===== config.mk =====
export PLATFORM = sky130hd
export DESIGN_NAME = dm_arbiter_flat
export DESIGN_NICKNAME = d
export VERILOG_FILES = /design/src/rtl/dm_arbiter_if.sv /design/src/rtl/dm_arbiter.sv /design/src/flat_wrapper.sv
export SDC_FILE = /design/constraint.sdc
export NUM_CORES = 1
export LEC_CHECK = 0
export BUFFER_PORTS_ARGS = -buffer_cell sky130_fd_sc_hd__buf_4
export CORE_ASPECT_RATIO = 0.5
export CORE_MARGIN = 2
export CORE_UTILIZATION = 52
export CTS_BUF_LIST = sky130_fd_sc_hd__clkbuf_4 sky130_fd_sc_hd__clkbuf_8 sky130_fd_sc_hd__clkbuf_16
export DETAILED_ROUTE_END_ITERATION = 16
export GPL_TIMING_DRIVEN = 1
export PLACE_DENSITY = 0.86
export SYNTH_ARGS = -nofsm -noshare
export SYNTH_HDL_FRONTEND = slang
export SYNTH_SLANG_ARGS = --single-unit
export TNS_END_PERCENT = 1

===== constraint.sdc =====
create_clock -name clk -period 4.4 [get_ports clk]
set_input_delay 0.88 -clock clk [delete_from_list [all_inputs] [get_ports clk]]
set_output_delay 0.88 -clock clk [all_outputs]
set_load 0.01 [all_outputs]

===== src/rtl/dm_arbiter_if.sv =====
// Two requester ports plus the synchronous RAM side of dm_arbiter.
// slave = arbiter view, master = requester/RAM environment view.
interface dm_arbiter_if;
  logic        p0_req, p1_req;
  logic        p0_we, p1_we;
  logic [1:0]  p0_size, p1_size;
  logic [31:0] p0_addr, p1_addr;
  logic [31:0] p0_wdata, p1_wdata;
  logic        p0_gnt, p1_gnt;
  logic        p0_rvalid, p1_rvalid;
  logic [31:0] p0_rdata, p1_rdata;
  logic        p0_err, p1_err;
  logic [10:0] mem_addr;
  logic [31:0] mem_wd;
  logic [3:0]  mem_be;
  logic [31:0] mem_rd;
  logic        busy;

  modport slave (
    input  p0_req, p1_req, p0_we, p1_we, p0_size, p1_size,
           p0_addr, p1_addr, p0_wdata, p1_wdata, mem_rd,
    output p0_gnt, p1_gnt, p0_rvalid, p1_rvalid, p0_rdata, p1_rdata,
           p0_err, p1_err, mem_addr, mem_wd, mem_be, busy
  );

  modport master (
    output p0_req, p1_req, p0_we, p1_we, p0_size, p1_size,
           p0_addr, p1_addr, p0_wdata, p1_wdata, mem_rd,
    input  p0_gnt, p1_gnt, p0_rvalid, p1_rvalid, p0_rdata, p1_rdata,
           p0_err, p1_err, mem_addr, mem_wd, mem_be, busy
  );
endinterface


===== src/rtl/dm_arbiter.sv =====
// Two-port data-memory arbiter with p1 starvation guard; one access in flight.
// Load: gnt +1, rvalid +4 cycles; store/misaligned: gnt +1, rvalid +3. Requests wait (held) until gnt.
module dm_arbiter #(
  parameter int STARVE_MAX = 4
) (
  input logic        clk,
  input logic        reset,
  dm_arbiter_if.slave bus
);
  localparam int CW = $clog2(STARVE_MAX + 1);

  typedef enum logic [1:0] {IDLE, ISSUE, WAIT, DONE} state_t;

  state_t        state;
  logic [CW-1:0] starve;
  logic          lat_port, lat_we, lat_mis;
  logic [1:0]    lat_size;
  logic [12:0]   lat_addr;
  logic [31:0]   lat_wdata, ld_word;
  logic          p0_gnt, p1_gnt, p0_rvalid, p1_rvalid, p0_err, p1_err;
  logic [31:0]   p0_rdata, p1_rdata;

  logic          p1_wins, sel_we, sel_mis;
  logic [1:0]    sel_size;
  logic [12:0]   sel_addr;
  logic [31:0]   sel_wdata;
  logic [3:0]    lane_be;
  logic [31:0]   lane_wd, rd_shift, rd_fmt;

  assign p1_wins   = bus.p1_req && (!bus.p0_req || starve == CW'(STARVE_MAX));
  assign sel_we    = p1_wins ? bus.p1_we    : bus.p0_we;
  assign sel_size  = p1_wins ? bus.p1_size  : bus.p0_size;
  assign sel_addr  = p1_wins ? bus.p1_addr[12:0] : bus.p0_addr[12:0];
  assign sel_wdata = p1_wins ? bus.p1_wdata : bus.p0_wdata;

  always_comb begin
    sel_mis = 1'b1;
    case (sel_size)
      2'b00:   sel_mis = 1'b0;
      2'b01:   sel_mis = sel_addr[0];
      2'b10:   sel_mis = |sel_addr[1:0];
      default: sel_mis = 1'b1;
    endcase
  end

  always_comb begin
    lane_be = 4'b0000;
    lane_wd = lat_wdata;
    case (lat_size)
      2'b00: begin
        lane_be = 4'b0001 << lat_addr[1:0];
        lane_wd = {4{lat_wdata[7:0]}};
      end
      2'b01: begin
        lane_be = lat_addr[1] ? 4'b1100 : 4'b0011;
        lane_wd = {2{lat_wdata[15:0]}};
      end
      2'b10:   lane_be = 4'b1111;
      default: lane_be = 4'b0000;
    endcase
  end

  // Shifting by the byte offset brings the addressed byte/half down to bit 0.
  assign rd_shift = bus.mem_rd >> {lat_addr[1:0], 3'b000};

  always_comb begin
    rd_fmt = bus.mem_rd;
    case (lat_size)
      2'b00:   rd_fmt = {24'h0, rd_shift[7:0]};
      2'b01:   rd_fmt = {16'h0, rd_shift[15:0]};
      default: rd_fmt = bus.mem_rd;
    endcase
  end

  assign bus.mem_addr  = lat_addr[12:2];
  assign bus.mem_wd    = lane_wd;
  assign bus.mem_be    = (state == ISSUE && lat_we && !lat_mis) ? lane_be : 4'b0000;
  assign bus.busy      = (state != IDLE);
  assign bus.p0_gnt    = p0_gnt;
  assign bus.p1_gnt    = p1_gnt;
  assign bus.p0_rvalid = p0_rvalid;
  assign bus.p1_rvalid = p1_rvalid;
  assign bus.p0_err    = p0_err;
  assign bus.p1_err    = p1_err;
  assign bus.p0_rdata  = p0_rdata;
  assign bus.p1_rdata  = p1_rdata;

  always_ff @(posedge clk or negedge reset) begin
    if (!reset) begin
      state     <= IDLE;
      starve    <= '0;
      lat_port  <= 1'b0;
      lat_we    <= 1'b0;
      lat_mis   <= 1'b0;
      lat_size  <= 2'b00;
      lat_addr  <= '0;
      lat_wdata <= '0;
      ld_word   <= '0;
      p0_gnt    <= 1'b0;
      p1_gnt    <= 1'b0;
      p0_rvalid <= 1'b0;
      p1_rvalid <= 1'b0;
      p0_err    <= 1'b0;
      p1_err    <= 1'b0;
      p0_rdata  <= '0;
      p1_rdata  <= '0;
    end else begin
      p0_gnt    <= 1'b0;
      p1_gnt    <= 1'b0;
      p0_rvalid <= 1'b0;
      p1_rvalid <= 1'b0;
      p0_err    <= 1'b0;
      p1_err    <= 1'b0;
      case (state)
        IDLE: begin
          // p1 only ages while it is actually waiting behind p0.
          if (!bus.p1_req || p1_wins)
            starve <= '0;
          else if (starve != CW'(STARVE_MAX))
            starve <= starve + 1'b1;
          if (bus.p0_req || bus.p1_req) begin
            lat_port  <= p1_wins;
            lat_we    <= sel_we;
            lat_mis   <= sel_mis;
            lat_size  <= sel_size;
            lat_addr  <= sel_addr;
            lat_wdata <= sel_wdata;
            p0_gnt    <= !p1_wins;
            p1_gnt    <= p1_wins;
            state     <= ISSUE;
          end
        end
        ISSUE: begin
          ld_word <= '0;
          state   <= (!lat_we && !lat_mis) ? WAIT : DONE;
        end
        WAIT: begin
          ld_word <= rd_fmt;
          state   <= DONE;
        end
        DONE: begin
          if (lat_port) begin
            p1_rvalid <= 1'b1;
            p1_err    <= lat_mis;
            p1_rdata  <= ld_word;
          end else begin
            p0_rvalid <= 1'b1;
            p0_err    <= lat_mis;
            p0_rdata  <= ld_word;
          end
          state <= IDLE;
        end
        default: state <= IDLE;
      endcase
    end
  end
endmodule


===== src/flat_wrapper.sv =====
// flat-port wrapper written by rule: the top's interface ports become plain ports
module dm_arbiter_flat 
#(
  parameter int STARVE_MAX = 4
)
  (clk, reset, bus_p0_req, bus_p1_req, bus_p0_we, bus_p1_we, bus_p0_size, bus_p1_size, bus_p0_addr, bus_p1_addr, bus_p0_wdata, bus_p1_wdata, bus_mem_rd, bus_p0_gnt, bus_p1_gnt, bus_p0_rvalid, bus_p1_rvalid, bus_p0_rdata, bus_p1_rdata, bus_p0_err, bus_p1_err, bus_mem_addr, bus_mem_wd, bus_mem_be, bus_busy);
  dm_arbiter_if bus_i ();
  input logic clk;
  input logic reset;
  input wire logic [$bits(bus_i.p0_req)-1:0] bus_p0_req;
  input wire logic [$bits(bus_i.p1_req)-1:0] bus_p1_req;
  input wire logic [$bits(bus_i.p0_we)-1:0] bus_p0_we;
  input wire logic [$bits(bus_i.p1_we)-1:0] bus_p1_we;
  input wire logic [$bits(bus_i.p0_size)-1:0] bus_p0_size;
  input wire logic [$bits(bus_i.p1_size)-1:0] bus_p1_size;
  input wire logic [$bits(bus_i.p0_addr)-1:0] bus_p0_addr;
  input wire logic [$bits(bus_i.p1_addr)-1:0] bus_p1_addr;
  input wire logic [$bits(bus_i.p0_wdata)-1:0] bus_p0_wdata;
  input wire logic [$bits(bus_i.p1_wdata)-1:0] bus_p1_wdata;
  input wire logic [$bits(bus_i.mem_rd)-1:0] bus_mem_rd;
  output wire logic [$bits(bus_i.p0_gnt)-1:0] bus_p0_gnt;
  output wire logic [$bits(bus_i.p1_gnt)-1:0] bus_p1_gnt;
  output wire logic [$bits(bus_i.p0_rvalid)-1:0] bus_p0_rvalid;
  output wire logic [$bits(bus_i.p1_rvalid)-1:0] bus_p1_rvalid;
  output wire logic [$bits(bus_i.p0_rdata)-1:0] bus_p0_rdata;
  output wire logic [$bits(bus_i.p1_rdata)-1:0] bus_p1_rdata;
  output wire logic [$bits(bus_i.p0_err)-1:0] bus_p0_err;
  output wire logic [$bits(bus_i.p1_err)-1:0] bus_p1_err;
  output wire logic [$bits(bus_i.mem_addr)-1:0] bus_mem_addr;
  output wire logic [$bits(bus_i.mem_wd)-1:0] bus_mem_wd;
  output wire logic [$bits(bus_i.mem_be)-1:0] bus_mem_be;
  output wire logic [$bits(bus_i.busy)-1:0] bus_busy;
  assign bus_i.p0_req = bus_p0_req;
  assign bus_i.p1_req = bus_p1_req;
  assign bus_i.p0_we = bus_p0_we;
  assign bus_i.p1_we = bus_p1_we;
  assign bus_i.p0_size = bus_p0_size;
  assign bus_i.p1_size = bus_p1_size;
  assign bus_i.p0_addr = bus_p0_addr;
  assign bus_i.p1_addr = bus_p1_addr;
  assign bus_i.p0_wdata = bus_p0_wdata;
  assign bus_i.p1_wdata = bus_p1_wdata;
  assign bus_i.mem_rd = bus_mem_rd;
  assign bus_p0_gnt = bus_i.p0_gnt;
  assign bus_p1_gnt = bus_i.p1_gnt;
  assign bus_p0_rvalid = bus_i.p0_rvalid;
  assign bus_p1_rvalid = bus_i.p1_rvalid;
  assign bus_p0_rdata = bus_i.p0_rdata;
  assign bus_p1_rdata = bus_i.p1_rdata;
  assign bus_p0_err = bus_i.p0_err;
  assign bus_p1_err = bus_i.p1_err;
  assign bus_mem_addr = bus_i.mem_addr;
  assign bus_mem_wd = bus_i.mem_wd;
  assign bus_mem_be = bus_i.mem_be;
  assign bus_busy = bus_i.busy;
  dm_arbiter #(.STARVE_MAX(STARVE_MAX)) u_core (.clk(clk), .reset(reset), .bus(bus_i));
endmodule

After elaboration in Yosys (flattened, before gate mapping)

Cells that the tools add are included.

Add/subtract/negate cells: 1
Multiply operators: 0
Div/mod/pow operators: 0
Magnitude comparators: 0
Eq/ne operators: 10
Shifts and indexed selects: 2
Mux-type cells: 28
Bitwise logic cells: 1
Reduce and logical (&&, ||, !) cells: 23

Operators with widths:

| cell                                                                    | count |
|---|---|
| 32-bit one-hot mux with 2 select lines                                  | 3 |
| 32-bit two-way mux                                                      | 1 |
| 32-bit by 5-bit right shift with 16-bit output                          | 1 |
| 1-bit two-way mux                                                       | 14 |
| 13-bit two-way mux                                                      | 1 |
| 4-bit one-hot mux with 3 select lines                                   | 1 |
| 2-bit == test, second input constant                                    | 4 |
| 4-bit two-way mux                                                       | 2 |
| 2-bit one-hot mux with 4 select lines                                   | 1 |
| 2-bit AND reduction                                                     | 4 |
| 2-bit by 1-bit == test with 1-bit output, second input constant         | 3 |
| 2-bit zero test                                                         | 3 |
| 3-bit two-way mux                                                       | 2 |
| 2-bit nonzero test                                                      | 3 |
| 1-bit zero test                                                         | 5 |
| 1-bit logical AND                                                       | 4 |
| 2-bit two-way mux                                                       | 2 |
| 1-bit by 2-bit left shift with 4-bit output, first input constant       | 1 |
| 3-bit by 1-bit adder with 3-bit output, second input constant           | 1 |
| 3-bit == test, second input constant                                    | 1 |
| 1-bit logical OR                                                        | 3 |
| 3-bit inequality test, second input constant                            | 1 |
| 1-bit one-hot mux with 3 select lines                                   | 1 |
| 2-bit by 1-bit inequality test with 1-bit output, second input constant | 1 |
| other kinds (2)                                                         | 2 |

Bits in registers: 157
Latch bits: 0
RAM bits: 0
ROM bits: 0
Input bits: 170
Output and inout port bits: 118
Word-level logic and storage cells: 82
Memories kept: 0

Depth between registers and ports, before layout

Gate-level depths: netlist (run 1).

Word-level depth: 6
Depth in mapped cells: 8
Mapped depth without buffers: 7

Least setup slack after synthesis (run 1)

Ideal clock, no wire load.

Path kind: register to output
Start point: register u_core.lat_size[1]
End point: output port bus_mem_wd[10]
Arrival: 1.252 ns
Data required time: 3.520 ns
Path slack: 2.268 ns
Cell stages (with the launch flop): 4
Path buffers: 1
Cells stage by stage: dfrtp_1 -> buf_4 -> nor2_2 -> mux2_2

Longest elaborated chain between the ends: 2
Elaborated cells between the ends (all ways): 3
Classes of those cells: eq/ne (1); mux (1); reduce/logical (1)

Ends and longest elaborated chain:

| what                                                                        | line               | text |
|---|---|---|
| start, declared                                                             | dm_arbiter.sv:17   | `logic [1:0] lat_size;` |
| start signal, assigned                                                      | dm_arbiter.sv:125  | `lat_size <= sel_size;` |
| 2-bit by 1-bit == test with 1-bit output or 2-bit zero test (tied branches) | dm_arbiter.sv:49   | `case (lat_size)` |
| 32-bit one-hot mux with 2 select lines *                                    | dm_arbiter.sv:49   |  |
| end, declared                                                               | flat_wrapper.sv:30 | `output wire logic [$bits(bus_i.mem_wd)-1:0] bus_mem_wd;` |

Mark *: on every way between the ends. The rest lies on a longest branch, timed or not.

Final worst setup path (run 1)

Start point: register u_core.lat_size[0]
End point: output port bus_mem_wd[11]

The elaborated chain is that of the path after synthesis.

==> results of run 1 <==
per-stage QoR:
stage                     utilization  setup WS (ns)  power, mW  instances
after floorplan                     -           2.27       4.14        729
after global placement          0.682           1.67       5.21       1090
after detailed placement        0.682           1.68       5.33       1090
after CTS                       0.728           1.22       6.88       1121
after global routing            0.728           1.18       7.26       1121
final                           0.728           1.29       6.86       1121
logic make-up (layout without fill, tap and decap cells):
group	after synthesis	in the layout	synth area share
multiplexers	35	35	0.0541
AND/OR/NAND/NOR	215	215	0.126
flip-flops	157	157	0.559
buffers and inverters	112	334	0.0789
AO/OA/AOI/OAI	204	204	0.171
adder cells (fa/ha/maj)	6	6	0.0107
tightest hold or removal path, stage by stage (launching register included):
cell	delay, ns
dfrtp_1	0.34
nand2_1	0.04
o21ai_0	0.06
state kept, by name, indices dropped and copies added (netlist names), 2 cells and up:
name                 cells
u_core.bus.p0_rdata     32
u_core.starve            3
u_core.state             2
u_core.bus.p1_rdata     32
u_core.ld_word          32
u_core.lat_addr         13
u_core.lat_size          2
u_core.lat_wdata        32
per-layer routing:
layer	wire, um	GRT usage
met1	8080	0.338
met5	0	0
met3	1110	0.0557
met4	549	0.112
met2	10200	0.474
where the power goes:
group	leakage [nW]	total [mW]	internal [mW]	switching, mW
logic	2.28	2.91	1.31	1.60
registers	2.02	2.44	2.01	0.428
clock network	0.288	1.51	0.857	0.651
total	4.58	6.86	4.18	2.68
synth_stat cells:
| master | number | area, um2 |
|---|---|---|
| and3_1 | 2 | 12.5 |
| a32oi_1 | 1 | 8.76 |
| ha_1 | 6 | 75.1 |
| a21oi_1 | 13 | 65.1 |
| o21ai_0 | 103 | 515 |
| nand2_4 | 1 | 11.3 |
| a21bo_4 | 1 | 16.3 |
| buf_1 | 3 | 11.3 |
| dfrtp_1 | 157 | 3930 |
| a22oi_1 | 16 | 120 |
| a22o_1 | 8 | 70.1 |
| o21bai_1 | 1 | 7.51 |
| inv_1 | 45 | 169 |
| buf_6 | 4 | 45.0 |
| nand3_4 | 1 | 17.5 |
| buf_2 | 17 | 85.1 |
| clkbuf_1 | 18 | 67.6 |
| o2111ai_1 | 1 | 8.76 |
| nor2_2 | 3 | 18.8 |
| nand2b_1 | 2 | 12.5 |
| nor3_2 | 1 | 10.0 |
| mux2i_1 | 11 | 110 |
| buf_4 | 22 | 165 |
| nand3_2 | 1 | 10.0 |
| nor2b_1 | 2 | 12.5 |
| nor2_1 | 92 | 345 |
| o21ai_4 | 1 | 16.3 |
| a222oi_1 | 4 | 40.0 |
| nor3b_4 | 1 | 18.8 |
| inv_2 | 3 | 11.3 |
| o22ai_1 | 49 | 307 |
| o21ai_1 | 6 | 30.0 |
| nand2_1 | 103 | 387 |
| mux2_2 | 24 | 270 |
| nand3_1 | 6 | 30.0 |
path summary, 6_finish.rpt:
kind,end,start,cells after the start,slack [ns]
max in group asynchronous,u_core.lat_addr[1],reset,2,2.98
max reg2reg,u_core.lat_wdata[12],u_core.state[0],7,1.88
min in group asynchronous,u_core.lat_addr[6],reset,1,0.52
min reg2reg,u_core.bus.p0_rdata[19],u_core.bus.p0_rdata[19],2,0.49
min,u_core.bus.p0_rdata[19],u_core.bus.p0_rdata[19],2,0.49
max,bus_mem_wd[11],u_core.lat_size[0],3,1.29
cell type report:
| cell class | instances | area [um2] | share of cell area |
|---|---|---|---|
| clock buffer | 17 | 425 | 0.0452 |
| clock inverter | 14 | 175 | 0.0186 |
| inverter | 48 | 180 | 0.0192 |
| multi-input combinational | 460 | 2550 | 0.271 |
| sequential | 157 | 3930 | 0.418 |
| tap | 170 | 213 | 0.0226 |
| timing repair buffer | 255 | 1930 | 0.205 |
==> metrics.md, run 1 <==
| Metric | Value |
|---|---|
| Status | `complete, no violations` |
| Kind of critical path | `reg -> out` |
| Share of layout cells above drive strength 1 | `0.342` |
| Final hold violations | `0` |
| Average wire per cell in the routed design | `17.8 um` |
| Peak VDD IR | `0.000444 V` |
| Number of buffers and inverters on the critical path | `1` |
| ANT nets after route | `0` |
| Final Cycle Share | `0.707` |
| Clock slew at reported path FFs | `0.06 ns` |
| Hold-fix buffers, CTS | `0` |
| CP max-delay cell | `nor2_2` |
| Row count | `29` |
| Vias in the first global route | `6132` |
| Fillcell total | `949` |
| Synth-to-Final Area Change | `33.8%` |
| Grt total ovfl | `0` |
| # nets final | `1115` |
| Register bit total from synthesis | `157` |
| Worst path arrival time | `2.23 ns` |
| PostCTS Resize Cnt | `0` |
| Overall global routing resource usage | `0.272` |
| CP delay by family, top | `simple AND/OR/NAND/NOR gates` |
| Post-synthesis sequential area ratio | `0.559` |
| # IOs | `288` |
| First-pass GRT wire length | `30.8 mm` |
| Post-synth net total | `905` |
| PortBufs | `249` |
| Initial Utilization | `0.544` |
| Commonest non-fill, non-tap cell in the layout | `buf_4` |
| RSZ-0062 raised after global routing | `false` |
| Leakage dissipation | `4.58 nW` |
| Slowest stage delay, CP | `0.64 ns` |
| Syn_area_per_cell | `9.64 um2` |
| Clock sink count | `157` |
| DRT iter0 DRCs | `405` |
| Gpl congestion | `0.895` |
| Hpwl dp | `13.6 mm` |
| Final Max Tran Viols | `0` |
| Diodes inserted | `0` |
| Synth Instances | `729` |
| First drt pass iteration count | `5` |
| Setup crit start kind | `flop` |
| Most frequent cells in the layout | `253 x buf_4, 157 x dfrtp_1, 103 x o21ai_0, 102 x nand2_1, 92 x nor2_1` |
| CTS max path bufs | `2` |
| Clock Skew | `0.0153 ns` |
| Final hold slack | `0.485 ns` |
| Slew headroom | `0.241` |
| Post-DP Area | `8800 um2` |
| Slew at the pin closest to its max-slew limit | `1.14 ns` |
| Die footprint | `14500 um2` |
| Residual DRC | `0` |
| Setup bufs post-CTS | `0` |
| Clk Latency, worst-skew pair | `0.42 ns` |
| CTS Root Cell | `clkbuf_16` |
| CORE AREA | `12900 um2` |
| Via density | `5.51` |
| Die width | `168 um` |
| WL final | `19.9 mm` |
| Via count | `6182` |
| Initial antenna violation count | `0` |
| Max H-tree Level | `4` |
| Final setup vio count | `0` |
| Hold Path Class | `reg -> reg` |
| Die span in y | `86.2 um` |
| Crit end category | `primary output` |
| CP required | `3.52 ns` |
| Netlist cell types | `35` |
| Pin count of the biggest net entering global routing | `92` |
| Minimum clock period | `3.11 ns` |
| TritonCTS buffer count | `17` |
| Ys Warns | `0` |
| PwrDens | `729 nW/um2` |
| Fmax | `321 MHz` |
| Crit path cell chain | `nor2_2 > mux2_2 > buf_4` |
| Worst Path Max Fanout | `12` |
| Design Area, Final | `9400 um2` |
| MaxCap Viol Count | `0` |
| Mapped Area | `7030 um2` |
| Setup TNS | `0 ns` |
| CTS tree | `built` |
(Power assumes the default switching activity.)
==> run 2: changes to the inputs <==
CORE_UTILIZATION = 48   (was 52)
PLACE_DENSITY = 0.81   (was 0.86)
clock period = 3.01 ns   (was 4.4 ns; I/O delays follow)
==> run 2 against run 1 <==
  * Clock skew shrank 0.0021 ns
  * Utilization shrank 6.9 points
  * Sequential power grew 46%
  * Wire length shrank 1.9%
  * Sequential cell count is the same
  * Power grew 46%
  * Die area grew 8.0%
  * Largest power group unchanged
  * Highest routed layer unchanged
==> metrics.md, run 2 (synthesis gave the netlist of run 1 again) <==
| Metric | Value |
|---|---|
| Status | `complete, no violations` |
| Final Max Tran Viols | `0 (unchanged)` |
| Fmax | `357 MHz` |
| Clock Skew | `0.0132 ns (-0.00213 ns)` |
| Worst Path Max Fanout | `12 (unchanged)` |
| Initial Utilization | `0.488 (-0.0557)` |
| CTS Root Cell | `clkbuf_16` |
| # IOs | `288 (unchanged)` |
| Setup bufs post-CTS | `0 (unchanged)` |
| Overall global routing resource usage | `0.249 (-0.0223)` |
| CP required | `2.41 ns (-1.11 ns)` |
| PostCTS Resize Cnt | `0 (unchanged)` |
| Final Cycle Share | `0.931` |
| CTS tree | `built` |
| Clock sink count | `157 (unchanged)` |
| Slew at the pin closest to its max-slew limit | `0.995 ns (-0.143 ns)` |
| TritonCTS buffer count | `17 (unchanged)` |
| Gpl congestion | `0.782 (-13%)` |
| Clock slew at reported path FFs | `0.06 ns (about the same)` |
| MaxCap Viol Count | `0 (unchanged)` |
| Multi-input gate area | `2550 um2 (unchanged)` |
| RSZ-0062 raised after global routing | `false` |
| Diodes inserted | `0 (unchanged)` |
| PortBufs | `249 (unchanged)` |
| Commonest non-fill, non-tap cell in the layout | `buf_4` |
| # nets final | `1122 (+0.63%)` |
| Hold Path Class | `in -> async` |
| Crit end category | `primary output` |
| Setup ws final | `0.207 ns (-1.08 ns)` |
| Minimum clock period | `2.80 ns` |
| Seq. cell area | `3930 um2 (unchanged)` |
| Max H-tree Level | `4 (unchanged)` |
| Kind of critical path | `reg -> out` |
| CORE AREA | `14400 um2 (+11%)` |
| Grt total ovfl | `0 (unchanged)` |
| First-pass GRT wire length | `30.6 mm (-0.61%)` |
| Setup Slack @ Placement | `0.642 ns (-1.04 ns)` |
| Hold-fix buffers, CTS | `0 (unchanged)` |
| Finished Core Util | `0.659 (-0.0692)` |
| Average wire per cell in the routed design | `16.9 um (-4.9%)` |
| Number of buffers and inverters on the critical path | `1 (unchanged)` |
| Fillcell total | `1104 (+16%)` |
| Final hold violations | `0 (unchanged)` |
| CP delay by family, top | `flip-flops` |
| Row count | `31 (+6.9%)` |
| Via count | `6114 (-1.1%)` |
| Design Area, Final | `9480 um2 (+0.81%)` |
| Leakage dissipation | `4.62 nW (+0.72%)` |
| Setup crit start kind | `flop` |
| Die width | `175 um (+4.0%)` |
| WL final | `19.5 mm (-1.9%)` |
| Crit path cell chain | `nor2_2 > mux2_2 > buf_4` |
| ANT nets after route | `0 (unchanged)` |
| PwrDens | `1060 nW/um2 (+45%)` |
| Initial antenna violation count | `0 (unchanged)` |
| Worst path arrival time | `2.20 ns (-0.03 ns)` |
| First drt pass iteration count | `6 (+1)` |
| Setup TNS | `0 ns (unchanged)` |
| Most frequent cells in the layout | `261 x buf_4, 157 x dfrtp_1, 103 x o21ai_0, 102 x nand2_1, 92 x nor2_1` |
| Post-DP Area | `8880 um2 (+0.85%)` |
| Synth-to-Final Area Change | `34.9%` |
| Slowest stage delay, CP | `0.61 ns (-0.03 ns)` |
| Share of layout cells above drive strength 1 | `0.347 (+0.00549)` |
| Residual DRC | `0 (unchanged)` |
| Slew headroom | `0.335 (+0.0942)` |
| CP max-delay cell | `dfrtp_1` |
| CTS max path bufs | `2 (unchanged)` |
| Overall power | `10.0 mW (+46%)` |
| Hpwl dp | `13.8 mm (+1.7%)` |
| Pin count of the biggest net entering global routing | `70 (-24%)` |
| Via density | `5.28 (-4.2%)` |
| Final setup vio count | `0 (unchanged)` |
| Die footprint | `15700 um2 (+8.0%)` |
| Die span in y | `89.6 um (+3.9%)` |
| Vias in the first global route | `6135 (+0.049%)` |
| DRT iter0 DRCs | `449 (+11%)` |
| Clk Latency, worst-skew pair | `0.42 ns (about the same)` |
| Peak VDD IR | `0.000441 V (-0.63%)` |
-- run 2: worst reg2reg max path, stage by stage (launching register included) --
cell     delay [ns]
dfrtp_1        0.43
inv_1          0.10
ha_1           0.44
nand3_2        0.50
o22ai_1        0.40
a32oi_1        0.14
and3_1         0.19
-- run 2: path summary, 6_finish.rpt --
kind / start / endpoint / slack [ns] / cells past startpoint
max: u_core.lat_size[0] / bus_mem_wd[8] / 0.21 / 3
min reg2reg: u_core.bus.p0_rdata[15] / u_core.bus.p0_rdata[15] / 0.48 / 2
min in group clk: bus_p1_wdata[15] / u_core.lat_wdata[15] / 0.41 / 3
min: reset / u_core.lat_addr[7] / 0.17 / 1
max in group asynchronous: reset / u_core.bus.p1_rdata[20] / 1.93 / 2
max reg2reg: u_core.state[0] / u_core.lat_mis / 0.71 / 6
-- run 2: cell type report --
type                            count  area share
Sequential cell                   157       0.414
Clock inverter                     14      0.0178
Inverter                           48      0.0190
Tap cell                          198      0.0261
Multi-Input combinational cell    460       0.269
Clock buffer                       18      0.0457
Timing Repair Buffer              262       0.208
-- run 2: power by group --
| group | switching [mW] | internal [mW] |
|---|---|---|
| sequential | 0.623 | 2.94 |
| combinational | 2.32 | 1.93 |
| clock | 0.945 | 1.27 |
| total | 3.89 | 6.14 |
-- run 2: metrics by stage --
step	instances	hold WS, ns
3_5_place_dp	1125	0.472
2_1_floorplan	729	0.306
5_1_grt	1157	0.220
6_report	1157	0.168
3_3_place_gp	1125	0.462
4_1_cts	1157	0.203
-- run 2: per-layer routing --
layer / up-vias / wire [um] / GRT usage
li1: 2892 / - / -
met1: 2938 / 8200 / 0.321
met2: 234 / 9700 / 0.429
met3: 50 / 996 / 0.0400
met4: 0 / 632 / 0.113
met5: - / 0 / 0
==> run 3: changes to the inputs <==
ABC_AREA = 1   (was default)
CORE_UTILIZATION = 49   (was 48)
PLACE_DENSITY = 0.82   (was 0.81)
==> run 3 against run 2 <==
  * Register-to-register slack got worse by 0.10 ns
  * Final cell count rose by 9.0%
  * Wire length increased by 7.5%
  * Highest routed layer unchanged
  * Synthesized cell count grew 14%
  * Via count increased by 10%
  * Die area is 0.51% lower
  * Critical endpoint is now bus_mem_wd[9]
  * Cell area increased by 1.4%
  * Sequential power about the same
  * Setup slack improved by 0.16 ns
==> metrics.md, run 3 <==
| Metric | Value |
|---|---|
| Status | `complete, no violations` |
| DRT iter0 DRCs | `566 (+26%)` |
| MaxCap Viol Count | `0 (unchanged)` |
| Main area contributors after synthesis | `dfrtp_1 55%, nand2_1 11%, o21ai_0 6.2%, o22ai_1 5.0%, inv_1 4.2%` |
| Slew headroom | `0.480 (+0.145)` |
| Main flop type after synthesis | `dfrtp_1` |
| Syn_area_per_cell | `8.58 um2 (-11%)` |
| Clock slew at reported path FFs | `0.07 ns (about the same)` |
| PostCTS Resize Cnt | `0 (unchanged)` |
| Commonest non-fill, non-tap cell in the layout | `buf_4` |
| Worst path arrival time | `2.04 ns (-0.16 ns)` |
| Initial Utilization | `0.497 (+0.00891)` |
| Diodes inserted | `0 (unchanged)` |
| Row count | `31 (unchanged)` |
| Average wire per cell in the routed design | `16.7 um (-1.4%)` |
| Final setup vio count | `0 (unchanged)` |
| Hpwl dp | `14.8 mm (+7.2%)` |
| Mapped Area | `7140 um2 (+1.5%)` |
| Max H-tree Level | `4 (unchanged)` |
| CTS max path bufs | `2 (unchanged)` |
| CTS Root Cell | `clkbuf_16` |
| # IOs | `288 (unchanged)` |
| Synth Instances | `832 (+14%)` |
| CORE AREA | `14400 um2 (-0.27%)` |
| Worst reg2reg path startpoint | `u_core.state[0]` |
| CP delay by family, top | `simple AND/OR/NAND/NOR gates` |
| Reg2reg path depth | `8 (+2)` |
| Fmax | `378 MHz (+6.0%)` |
| Worst Path Max Fanout | `18 (+6)` |
| Most frequent cells in the layout | `259 x buf_4, 215 x nand2_1, 157 x dfrtp_1, 89 x o21ai_0, 79 x inv_1` |
| Synth-to-Final Area Change | `34.6%` |
| Post-synth EDFFs | `0 (unchanged)` |
| Grt total ovfl | `0 (unchanged)` |
| Most common cell in the netlist | `nand2_1` |
| Crit end category | `primary output` |
| Hold Path Class | `in -> async` |
| TritonCTS buffer count | `17 (unchanged)` |
| Clock sink count | `157 (unchanged)` |
| Hold-fix buffers, CTS | `0 (unchanged)` |
| Minimum clock period | `2.64 ns (-0.160 ns)` |
| First-pass GRT wire length | `32.4 mm (+5.8%)` |
| Slew at the pin closest to its max-slew limit | `0.779 ns (-0.217 ns)` |
| Worst setup path end | `bus_mem_wd[9]` |
| RSZ-0062 raised after global routing | `false` |
| Overall global routing resource usage | `0.265 (+0.0155)` |
| Vias in the first global route | `6519 (+6.3%)` |
| Top post-synthesis cells by count | `217 x nand2_1, 157 x dfrtp_1, 89 x o21ai_0` |
| Leakage dissipation | `4.83 nW (+4.7%)` |
| First drt pass iteration count | `5 (-1)` |
| Die width | `175 um (-0.26%)` |
| Initial antenna violation count | `0 (unchanged)` |
| Final hold violations | `0 (unchanged)` |
| PortBufs | `249 (unchanged)` |
| CP max-delay cell | `nor2_2` |
| Final Max Tran Viols | `0 (unchanged)` |
| Slowest stage delay, CP | `0.65 ns (+0.04 ns)` |
| Clock Skew | `0.0134 ns (+0.000207 ns)` |
| Via count | `6742 (+10%)` |
| WP depth | `4 (+1)` |
| Worst R2R End | `u_core.lat_wdata[23]` |
| Residual DRC | `0 (unchanged)` |
| # nets final | `1226 (+9.3%)` |
| CTS tree | `built` |
| Final Cycle Share | `0.878 (-0.0530)` |
| Overall power | `10.4 mW (+4.0%)` |
| Via density | `5.35 (+1.2%)` |
| Die footprint | `15600 um2 (-0.51%)` |
| Share of layout cells above drive strength 1 | `0.294 (-0.0537)` |
| Number of buffers and inverters on the critical path | `1 (unchanged)` |
| Setup TNS | `0 ns (unchanged)` |
| Die span in y | `89.3 um (-0.25%)` |
| Share of Yosys cell area claimed by the top area cell type | `0.550 (-0.00852)` |
| Netlist cell types | `31 (-11%)` |
| Setup bufs post-CTS | `0 (unchanged)` |
| Pin count of the biggest net entering global routing | `65 (-7.1%)` |
| Gpl congestion | `0.854 (+9.3%)` |
| Setup crit start kind | `flop` |
| Setup crit start | `u_core.lat_size[1]` |
| Yosys top cell by area | `dfrtp_1` |
| Post-synth net total | `1008 (+11%)` |
| Ys Warns | `0 (unchanged)` |
| PwrDens | `1080 nW/um2 (+2.6%)` |
| Clk Latency, worst-skew pair | `0.42 ns (about the same)` |
| FF-to-FF setup slack | `0.61 ns (-0.10 ns)` |
| Crit path cell chain | `nor2_2 > nand2_1 > o21ai_0 > buf_4` |
| Post-synth ARST share | `1.00 (unchanged)` |
| ANT nets after route | `0 (unchanged)` |
| Peak VDD IR | `0.000656 V (+49%)` |
| WL final | `21.0 mm (+7.5%)` |
| Kind of critical path | `reg -> out` |
| CP required | `2.41 ns (about the same)` |
| Register bit total from synthesis | `157 (unchanged)` |
| Post-synthesis sequential area ratio | `0.550 (-0.00852)` |
==> run 3: cell types whose count changed after synthesis, moves of 11 or more <==
cell      previous run  this run
nand2_1            103       217
nor3_1               0        43
nor2_1              92        54
inv_1               45        79
mux2_2              24         0
a22oi_1             16         0
o211ai_1             0        16
nand3_1              6        20
o21ai_0            103        89
mux2i_1             11         0
==> run 3: kinds of logic (layout without fill, tap and decap cells) <==
family          Yosys count  in the layout  synth area share
xor+xnor                  1              1           0.00123
simple gates            347            347             0.203
buf+inv                 147            378            0.0940
fa+ha+maj                 6              6            0.0105
compound gates          174            174             0.141
flops                   157            157             0.550
==> run 3: report_power, final <==
group / internal [mW] / switching, mW / total [mW] / leakage [nW]
clock: 1.12 / 1.01 / 2.13 / 0.293
combinational: 1.92 / 2.80 / 4.72 / 2.51
sequential: 3.00 / 0.577 / 3.57 / 2.02
==> run 3: area by class of cell <==
| type | count | area [um2] |
|---|---|---|
| inverters | 85 | 319 |
| fillers | 1151 | 4740 |
| flip-flops and latches | 157 | 3930 |
| clock buffers | 17 | 425 |
| clock inverters | 15 | 170 |
| repair buffers | 261 | 1980 |
| well taps | 198 | 248 |
| multi-input cells | 528 | 2540 |
==> run 3: worst min-delay path by stage <==
stage	to	cells past startpoint
floorplan	u_core.bus.p0_err	0
global placement	u_core.bus.p0_rdata[24]	2
detailed placement	u_core.ld_word[0]	2
CTS	u_core.bus.p1_rdata[12]	1
global route	u_core.bus.p1_rdata[12]	1
finish	u_core.bus.p1_rdata[12]	1
==> run 3: per-stage QoR <==
stage	util	std cells	hold slack, ns	instance area (um2)	setup WS, ns
floorplan	-	832	0.306	7140	1.16
global placement	0.628	1229	0.466	9010	0.741
detailed placement	0.628	1229	0.473	9010	0.634
CTS	0.670	1261	0.189	9610	0.388
global route	0.670	1261	0.198	9610	0.255
finish	0.670	1261	0.170	9610	0.367
==> run 3: layer usage <==
metal  wire, um  share of wire  track usage  vias to the layer above
met5          0              0            0                        -
met4        470          0.022       0.0841                        0
met3       1610          0.077       0.0578                       42
met2      10100           0.48        0.446                      320
met1       8820           0.42        0.350                     3234
li1           -              -            -                     3146
==> run 3: worst register-to-register path: stages (launching register included) <==
cell	delay, ns
dfrtp_1	0.40
inv_1	0.11
ha_1	0.33
inv_2	0.44
nor2_4	0.08
nand2_2	0.39
buf_4	0.35
o22ai_1	0.10
nor2_1	0.12
